--- src/rtl/tl_pkg.sv ---
// Shared definitions for the two-road phase scheduler.
// Holds the phase encodings, the lamp-vector bit order and the lamp decode.
package tl_pkg;

  typedef enum logic [2:0] {
    ST_G1    = 3'd0,
    ST_Y1    = 3'd1,
    ST_AR1   = 3'd2,
    ST_G2    = 3'd3,
    ST_Y2    = 3'd4,
    ST_AR2   = 3'd5,
    ST_FLASH = 3'd6,
    ST_BAD   = 3'd7
  } tl_state_e;

  // Lamp vector is {GRN1, YLW1, RED1, GRN2, YLW2, RED2}
  localparam int LAMP_W = 6;
  localparam int L_GRN1 = 5;
  localparam int L_YLW1 = 4;
  localparam int L_RED1 = 3;
  localparam int L_GRN2 = 2;
  localparam int L_YLW2 = 1;
  localparam int L_RED2 = 0;

  typedef logic [LAMP_W-1:0] lamp_t;

  function automatic lamp_t lamp_decode(input tl_state_e st, input logic flash);
    lamp_t l;
    l = '0;
    case (st)
      ST_G1: begin
        l[L_GRN1] = 1'b1;
        l[L_RED2] = 1'b1;
      end
      ST_Y1: begin
        l[L_YLW1] = 1'b1;
        l[L_RED2] = 1'b1;
      end
      ST_G2: begin
        l[L_GRN2] = 1'b1;
        l[L_RED1] = 1'b1;
      end
      ST_Y2: begin
        l[L_YLW2] = 1'b1;
        l[L_RED1] = 1'b1;
      end
      ST_FLASH: begin
        l[L_YLW1] = flash;
        l[L_YLW2] = flash;
      end
      default: begin
        // all-red phases, and all-red as the safe fallback for the unused code
        l[L_RED1] = 1'b1;
        l[L_RED2] = 1'b1;
      end
    endcase
    return l;
  endfunction

endpackage

--- src/rtl/tl_tick_gen.sv ---
// Timing-tick source: free-running prescaler that wraps every PRESCALE cycles,
// bypassed in test mode so every clock is a tick.
module tl_tick_gen #(
  parameter int PRESCALE = 16
) (
  input  logic ck,
  input  logic clr,
  input  logic test,
  output logic tick,
  output logic tick_q
);

  localparam int PW = (PRESCALE > 2) ? $clog2(PRESCALE) : 1;
  localparam logic [PW-1:0] PMAX = PW'(PRESCALE - 1);

  logic [PW-1:0] pcnt;
  logic          wrap;

  assign wrap = (pcnt == PMAX);
  assign tick = test | wrap;

  always_ff @(posedge ck or posedge clr) begin
    if (clr) begin
      pcnt   <= '0;
      tick_q <= 1'b0;
    end else begin
      tick_q <= tick;
      if (test || wrap) pcnt <= '0;
      else              pcnt <= pcnt + 1'b1;
    end
  end

endmodule

--- src/rtl/tl_phase_sched.sv ---
// Two-road intersection phase scheduler: request arbitration, minimum intervals,
// flash mode and registered lamp drive. Define TL_INPUT_SYNC_EN to synchronise inputs.
module tl_phase_sched
  import tl_pkg::*;
#(
  parameter int PRESCALE  = 16,
  parameter int GREEN_MIN = 4,
  parameter int YLW_T     = 2,
  parameter int ALLRED_T  = 1,
  parameter int CW        = 4
) (
  input  logic       CK,
  input  logic       CLR,
  input  logic       FM,
  input  logic       TEST,
  input  logic       REQ1,
  input  logic       REQ2,
  output logic       GRN1,
  output logic       YLW1,
  output logic       RED1,
  output logic       GRN2,
  output logic       YLW2,
  output logic       RED2,
  output logic [2:0] PHASE,
  output logic       TICK
);

  localparam logic [CW-1:0] GMIN_M1 = CW'(GREEN_MIN - 1);
  localparam logic [CW-1:0] YLW_M1  = CW'(YLW_T - 1);
  localparam logic [CW-1:0] AR_M1   = CW'(ALLRED_T - 1);
  localparam logic [CW-1:0] CNT_MAX = '1;

  logic fm;
  logic test;
  logic req1;
  logic req2;

`ifdef TL_INPUT_SYNC_EN
  logic [3:0] sync_p0;
  logic [3:0] sync_p1;

  // two-flop synchroniser for the asynchronous field inputs
  always_ff @(posedge CK or posedge CLR) begin
    if (CLR) begin
      sync_p0 <= '0;
      sync_p1 <= '0;
    end else begin
      sync_p0 <= {FM, TEST, REQ1, REQ2};
      sync_p1 <= sync_p0;
    end
  end

  assign {fm, test, req1, req2} = sync_p1;
`else
  assign fm   = FM;
  assign test = TEST;
  assign req1 = REQ1;
  assign req2 = REQ2;
`endif

  logic tick;

  tl_tick_gen #(
    .PRESCALE(PRESCALE)
  ) u_tick_gen (
    .ck    (CK),
    .clr   (CLR),
    .test  (test),
    .tick  (tick),
    .tick_q(TICK)
  );

  tl_state_e     state;
  tl_state_e     state_nxt;
  logic [CW-1:0] cnt;
  logic          flash;
  logic          flash_nxt;
  logic          pend1;
  logic          pend2;
  lamp_t         lamp_nxt;
  lamp_t         lamp_q;

  // State register: phase, interval counter, flash bit and lamp drive
  always_ff @(posedge CK or posedge CLR) begin
    if (CLR) begin
      state  <= ST_AR2;
      cnt    <= '0;
      flash  <= 1'b0;
      lamp_q <= lamp_decode(ST_AR2, 1'b0);
    end else begin
      state  <= state_nxt;
      flash  <= flash_nxt;
      lamp_q <= lamp_nxt;
      if (state_nxt != state)           cnt <= '0;
      else if (tick && cnt != CNT_MAX)  cnt <= cnt + 1'b1;
    end
  end

  // Next-state logic; nothing moves except on a tick
  always_comb begin
    state_nxt = state;
    if (tick) begin
      case (state)
        ST_G1:    if (fm || (cnt >= GMIN_M1 && pend2)) state_nxt = ST_Y1;
        ST_Y1:    if (cnt == YLW_M1)                   state_nxt = ST_AR1;
        ST_AR1: begin
          if (fm)                  state_nxt = ST_FLASH;
          else if (cnt == AR_M1)   state_nxt = ST_G2;
        end
        ST_G2:    if (fm || (cnt >= GMIN_M1 && pend1)) state_nxt = ST_Y2;
        ST_Y2:    if (cnt == YLW_M1)                   state_nxt = ST_AR2;
        ST_AR2: begin
          if (fm)                  state_nxt = ST_FLASH;
          else if (cnt == AR_M1)   state_nxt = ST_G1;
        end
        ST_FLASH: if (!fm)                             state_nxt = ST_AR2;
        default:                                       state_nxt = ST_AR2;
      endcase
    end
  end

  // Output logic: lamps follow the phase being entered, so they switch with it
  always_comb begin
    flash_nxt = flash;
    if (state_nxt == ST_FLASH && state != ST_FLASH) flash_nxt = 1'b0;
    else if (state == ST_FLASH && tick)             flash_nxt = ~flash;
    lamp_nxt = lamp_decode(state_nxt, flash_nxt);
  end

  // Request latches: a request arriving on the serving edge is kept
  always_ff @(posedge CK or posedge CLR) begin
    if (CLR) begin
      pend1 <= 1'b0;
      pend2 <= 1'b0;
    end else begin
      pend1 <= req1 | (pend1 & ~(state_nxt == ST_G1 && state != ST_G1));
      pend2 <= req2 | (pend2 & ~(state_nxt == ST_G2 && state != ST_G2));
    end
  end

  assign GRN1  = lamp_q[L_GRN1];
  assign YLW1  = lamp_q[L_YLW1];
  assign RED1  = lamp_q[L_RED1];
  assign GRN2  = lamp_q[L_GRN2];
  assign YLW2  = lamp_q[L_YLW2];
  assign RED2  = lamp_q[L_RED2];
  assign PHASE = state;

endmodule

--- config.mk ---
export PLATFORM = sky130hd
export DESIGN_NAME = tl_phase_sched
export DESIGN_NICKNAME = d
export VERILOG_FILES = /design/src/rtl/tl_pkg.sv /design/src/rtl/tl_tick_gen.sv /design/src/rtl/tl_phase_sched.sv
export SDC_FILE = /design/constraint.sdc
export NUM_CORES = 1
export LEC_CHECK = 0
export CAP_MARGIN = 40
export CORE_MARGIN = 4
export CORE_UTILIZATION = 57
export CTS_CLUSTER_SIZE = 28
export DETAILED_ROUTE_END_ITERATION = 8
export GPL_TIMING_DRIVEN = 0
export PLACE_DENSITY = 0.9
export SYNTH_ARGS = -nofsm -noshare
export SYNTH_HDL_FRONTEND = slang
export SYNTH_SLANG_ARGS = --single-unit
--- constraint.sdc ---
create_clock -name CK -period 6.33 [get_ports CK]
set_input_delay 1.899 -clock CK [delete_from_list [all_inputs] [get_ports CK]]
set_output_delay 1.899 -clock CK [all_outputs]
set_load 0.01 [all_outputs]
==> flow_metrics.py, run 1 <==
metrics = {
    "synth": {
        "synth_area_leader_cell": "dfrtp_1",
        "netlist_area_mm2": 0.00119,
        "ys_seq_area_share_pct": 44.5,
        "synth_ff_type": "dfrtp_1",
        "ys_top_cells_by_count": "dfrtp_1, nor2_1, inv_1",
        "ys_ff_latch": 21,
        "synth_edf_count": 0,
        "yosysWarnings": 0,
        "syn_avg_cell_area_um2": 9.94,
        "synth.area.top_cells": "dfrtp_1, dfstp_2, nor2_1, ha_1, xnor2_1",
        "yosysMostFrequentCell": "dfrtp_1",
        "async_flop_share_pct": 100,
        "synth_top_area_share_pct": 35.7,
        "yosysUniqueCellTypes": 45,
        "postSynthCellCount": 120,
        "synth_nets": 130,
    },
    "grt": {
        "antenna_found_initial": 0,
        "grt_pass1_vias": 955,
        "grt-ovfl-total": 0,
        "grt_usage_pct": 19.7,
        "grt_pass1_wl_um": 4120,
        "grt_max_degree": 22,
    },
    "timing": {
        "whs_ps": 472,
        "drv_slew": 0,
        "clock.fmax_mhz": 268,
        "worst_slew_pin_slew_ps": 766,
        "post-route-period-util_pct": 59.0,
        "period_needed_ps": 3740,
        "rsz0062_at_grt": "no",
        "setup_viol": 0,
        "setup-tns-final_ps": 0,
        "fin_skew_ps": 4.25,
        "finalHoldViolations": 0,
        "relSlewSlack_pct": 48.9,
    },
    "setup_path": {
        "crit_type": "input port to flop",
        "endpoint_kind": "flop",
        "startpoint_type": "input port",
        "path_cells": "clkdlybuf4s50_1 > a31oi_1 > inv_2 > a31o_2 > a21oi_2 > inv_1 > nor2_1 > a31oi_1",
        "critical_path.most_common_cell": "a31oi_1",
        "max_stage_delay_ps": 500,
        "arrival_ps": 3920,
        "crit_slowest_cell": "a31oi_1",
        "critPathRequiredTime_ps": 6510,
        "cp_max_fo": 10,
    },
    "floorplanning": {
        "std_cell_rows": 16,
        "core_area_mm2": 0.00198,
        "ios": 16,
        "dieArea_mm2": 0.00289,
        "fp.dieH_um": 53.7,
        "initial_core_util_pct": 60.2,
        "die_x_um": 53.7,
    },
    "place": {
        "hpwl_um": 1780,
        "port_buffers": 14,
        "gp_congestion": 0.870,
    },
    "routing": {
        "dr_total_vias": 996,
        "drc": 0,
        "wl_per_cell_um": 14.4,
        "wirelength_um": 2370,
        "dr.pass1.iters": 4,
        "drt_iter0_drc": 55,
        "viasPerCell": 6.04,
        "drtAntennaViolNets": 0,
    },
    "clock_tree": {
        "post_cts_buffers": 0,
        "postCtsHoldBufs": 0,
        "cts.clk_slew.worst_paths_ps": 110,
        "cts_made_buffers": 3,
        "cts-resized-gates": 0,
        "clockBufferDepth": 2,
        "cts_sinks": 21,
        "cts_max_level": 1,
        "clock_latency_ps": 300,
        "cts_tree": "yes",
        "cts_root_buf": "clkbuf_4",
    },
    "cells_and_area": {
        "area_growth_pct": 16.8,
        "antenna_cells": 0,
        "fill_cells": 141,
        "final_nets": 149,
        "drive_above_1_share_pct": 12.3,
    },
    "power_and_ir_drop": {
        "irDropWorstVdd_v": 0.000317,
        "powerDensity_mw_per_mm2": 449,
        "leakagePower_uw": 0.000571,
    },
    "flow_run": {
        "cap_violations": 0,
    },
    "run_status": {
        "outcome": "finished, final reports clean",
    },
    "hold_path": {
        "hp-class": "flop to flop",
    },
}
## per-stage QoR
| step | std cells | instance area [um2] | power [uW] | util (%) | setup slack (ps) |
|---|---|---|---|---|---|
| 6_report | 165 | 1390 | 625 | 70.3 | 2590 |
| 2_1_floorplan | 120 | 1190 | 456 | - | 2780 |
| 3_5_place_dp | 161 | 1370 | 560 | 68.9 | 2270 |
| 4_1_cts | 165 | 1390 | 626 | 70.3 | 2590 |
| 3_3_place_gp | 161 | 1370 | 547 | 68.9 | 2240 |
| 5_1_grt | 165 | 1390 | 673 | 70.3 | 2400 |
## power breakdown
| part | switching, uW | internal [uW] | leakage [uW] |
|---|---|---|---|
| clock network | 39.4 | 24.5 | 0.0000150 |
| registers | 30.3 | 183 | 0.000257 |
| logic | 194 | 154 | 0.000298 |
## layout by cell type (no fill, tap or decap), types with 2 or more instances in the layout
cell type        count
nand2b_1             2
nor2b_1              2
ha_1                 4
xnor2_1              5
clkbuf_4             3
nand3_1              3
dfrtp_1             17
o31a_1               3
inv_1                6
nand2_1              5
a31oi_1              4
nor3_1               5
dfstp_2              4
nor2_1              16
nor4b_1              4
clkdlybuf4s50_1     14
buf_6                2
nor3b_1              2
mux2i_1              3
clkbuf_1             4
a21oi_1              4
## worst max-delay path: cells and delay by family
family,cells,cell delay [ps]
AO/OA/AOI/OAI,4,1080
buffers and inverters,3,780
AND/OR/NAND/NOR,1,160
## routing by layer
metal,GRT usage [%],wire length [um],up-vias
met1,25.2,1020,481
met2,32.9,1160,35
met3,2.49,137,11
met5,0,0,-
li1,-,-,469
met4,8.94,61,0
## path summary, 6_finish.rpt
kind | startpoint | end | slack, ps | cells after the start
setup / recovery | TEST | pend1 | 2590 | 8
hold / removal | u_tick_gen.pcnt[0] | u_tick_gen.pcnt[0] | 470 | 1
setup reg to reg | PHASE[2] | cnt[2] | 3910 | 6
hold reg to reg | u_tick_gen.pcnt[0] | u_tick_gen.pcnt[0] | 470 | 1
max in group asynchronous | CLR | pend2 | 3820 | 2
min in group asynchronous | CLR | flash | 2030 | 2
## flip-flops by register name, summed over array words and instances, names as in the netlist
register and cells:
pend1 1, u_tick_gen.tick_q 1, PHASE 3, flash 1, pend2 1, lamp_q 6
cnt 4, u_tick_gen.pcnt 4
## kinds of logic after synthesis
kind of cell	after synthesis	synth area share, %
AOI/OAI and AO/OA	28	19.0
and+or+nand+nor	44	19.5
buffers and inverters	14	5.88
adders and majority gates	4	4.20
DFF	21	44.5
muxes	3	2.52
xor gates and xnor gates	6	4.41
## layout make-up
| cell class | count | area, um2 | area share [%] |
|---|---|---|---|
| Multi-Input combinational cell | 85 | 592 | 42.5 |
| Sequential cell | 21 | 531 | 38.1 |
| Timing Repair Buffer | 14 | 140 | 10.1 |
| Buffer | 6 | 37.5 | 2.70 |
| Tap cell | 27 | 33.8 | 2.43 |
| Inverter | 8 | 32.5 | 2.34 |
| Clock buffer | 4 | 26.3 | 1.89 |
(Power assumes the default switching activity.)
==> run 2: changes to the inputs <==
--- a/config.mk
+++ b/config.mk
@@ -7,11 +7,11 @@
 export LEC_CHECK = 0
 export CAP_MARGIN = 40
 export CORE_MARGIN = 4
-export CORE_UTILIZATION = 57
+export CORE_UTILIZATION = 48
 export CTS_CLUSTER_SIZE = 28
 export DETAILED_ROUTE_END_ITERATION = 8
 export GPL_TIMING_DRIVEN = 0
-export PLACE_DENSITY = 0.9
+export PLACE_DENSITY = 0.82
 export SYNTH_ARGS = -nofsm -noshare
 export SYNTH_HDL_FRONTEND = slang
 export SYNTH_SLANG_ARGS = --single-unit
==> constraint.sdc (replaced) <==
create_clock -name CK -period 3 [get_ports CK]
set_input_delay 0.9 -clock CK [delete_from_list [all_inputs] [get_ports CK]]
set_output_delay 0.9 -clock CK [all_outputs]
set_load 0.01 [all_outputs]
==> flow_metrics.py, run 2 (synthesis gave the netlist of run 1 again) <==
metrics = {
    "run_status": {
        "outcome": "finished, final reports clean",
    },
    "timing": {
        "drv_slew": 0,
        "finalHoldViolations": 0,
        "period_needed_ps": 2830,
        "post-route-period-util_pct": 94.4,
        "setup-tns-final_ps": 0,
        "clock.fmax_mhz": 353,
        "relSlewSlack_pct": 47.0,
        "setup_viol": 0,
        "worst_slew_pin_slew_ps": 794,
        "rsz0062_at_grt": "no",
        "fin_skew_ps": 2.58,
        "fin_ws_ps": 169,
    },
    "routing": {
        "wirelength_um": 2520,
        "drc": 0,
        "dr.pass1.iters": 4,
        "drt_iter0_drc": 49,
        "viasPerCell": 5.74,
        "wl_per_cell_um": 15.2,
        "dr_total_vias": 953,
        "drtAntennaViolNets": 0,
    },
    "setup_path": {
        "crit_type": "input port to flop",
        "endpoint_kind": "flop",
        "critical_path.most_common_cell": "a31oi_1",
        "critPathRequiredTime_ps": 3200,
        "max_stage_delay_ps": 540,
        "cp_max_fo": 10,
        "path_cells": "clkdlybuf4s50_1 > a31oi_1 > inv_2 > a31o_2 > a21oi_2 > inv_1 > nor2_1 > a31oi_1",
        "worstPathBufferInverterCount": 3,
        "arrival_ps": 3030,
        "cpLargestDelayFamily": "compound AO/OA/AOI/OAI gates",
        "startpoint_type": "input port",
        "crit_slowest_cell": "a31oi_1",
    },
    "power_and_ir_drop": {
        "irDropWorstVdd_v": 0.000737,
        "swShare_pct": 42.7,
        "leakagePower_uw": 0.000573,
        "switchingPower_uw": 567,
        "p_int_uw": 761,
        "power_uw": 1330,
        "powerDensity_mw_per_mm2": 952,
        "combPwrFrac_pct": 55.7,
        "clkPwrFrac_pct": 10.3,
        "seqPwrFrac_pct": 34.0,
    },
    "clock_tree": {
        "clock_latency_ps": 310,
        "cts_max_level": 1,
        "post_cts_buffers": 0,
        "cts-resized-gates": 0,
        "cts_sinks": 21,
        "clockBufferDepth": 2,
        "cts.clk_slew.worst_paths_ps": 120,
        "cts_tree": "yes",
        "postCtsHoldBufs": 0,
        "cts_made_buffers": 3,
        "cts_root_buf": "clkbuf_4",
    },
    "grt": {
        "grt_pass1_vias": 941,
        "use_met2_pct": 25.3,
        "grt_max_degree": 22,
        "top_usage_layer": "met2",
        "use_met1_pct": 23.3,
        "grt_usage_pct": 17.0,
        "grt-ovfl-total": 0,
        "grt_use_met3_pct": 4.90,
        "grt_pass1_wl_um": 4350,
        "antenna_found_initial": 0,
    },
    "floorplanning": {
        "dieArea_mm2": 0.00335,
        "initial_core_util_pct": 51.9,
        "core_area_mm2": 0.00230,
        "std_cell_rows": 17,
        "ios": 16,
        "die_x_um": 57.8,
        "fp.dieH_um": 57.8,
    },
    "cells_and_area": {
        "layout_commonest_cell": "dfrtp_1",
        "final_nets": 149,
        "largest_register_ffs": 6,
        "area_growth_pct": 17.0,
        "mostFrequentLayoutCells": "dfrtp_1, nor2_1, clkdlybuf4s50_1",
        "top_regs": "lamp_q: 6 flops, cnt: 4 flops, u_tick_gen.pcnt: 4 flops",
        "top_register": "lamp_q",
        "drive_above_1_share_pct": 13.0,
        "antenna_cells": 0,
    },
    "place": {
        "dpl_worst_slack_ps": -123,
        "port_buffers": 14,
        "gp_congestion": 0.882,
        "hpwl_um": 1840,
    },
    "flow_run": {
        "cap_violations": 0,
    },
    "hold_path": {
        "hp-class": "flop to flop",
    },
}
-- run 2: cell count changes in the layout (fill, tap and decap cells not counted) --
cell and change:
clkinv_2 +1, clkbuf_1 -1
-- run 2: layout make-up --
class,instances,area (um2)
sequential,21,531
multi-input combinational,85,592
clock inverter,1,5.00
timing repair buffer,14,140
clock buffer,3,22.5
inverter,8,32.5
buffer,6,37.5
fill,209,902
tap,28,35.0
-- run 2: worst register-to-register path, delay by kind of cell (launching register included) --
kind	cells	cell delay (ps)
DFF	1	420
buffers and inverters	2	360
and+or+nand+nor	1	190
adders and majority gates	1	230
AOI/OAI and AO/OA	4	1150
-- run 2: per-stage QoR --
step | hold slack (ps) | instance area, um2 | std cells | util, %
after floorplan | 433 | 1190 | 120 | -
after global placement | 451 | 1370 | 162 | 59.5
after detailed placement | 476 | 1370 | 162 | 59.5
after CTS | 493 | 1400 | 166 | 60.7
after global routing | 514 | 1400 | 166 | 60.7
final | 486 | 1400 | 166 | 60.7
-- run 2: power groups by stage --
stage | clock, uW | combinational, uW | sequential, uW
2_1_floorplan | 0 | 492 | 469
3_3_place_gp | 0 | 705 | 452
3_5_place_dp | 0 | 727 | 458
4_1_cts | 144 | 735 | 453
5_1_grt | 157 | 811 | 467
6_report | 137 | 740 | 451
-- run 2: worst paths after layout --
kind                               startpoint                 end  slack, ps  depth (start not counted)
min                        u_tick_gen.pcnt[0]  u_tick_gen.pcnt[0]        490                          1
min in group asynchronous                 CLR           lamp_q[1]       1020                          2
min reg2reg                u_tick_gen.pcnt[0]  u_tick_gen.pcnt[0]        490                          1
max                                      TEST               pend2        170                          8
max in group asynchronous                 CLR           lamp_q[5]       1480                          2
max reg2reg                u_tick_gen.pcnt[0]               pend2        540                          8
-- run 2: per-layer routing --
metal	vias to the layer above	part of all wire, %
met1	457	44
met4	0	1.3
li1	465	-
met5	-	0
met3	5	6.1
met2	26	48
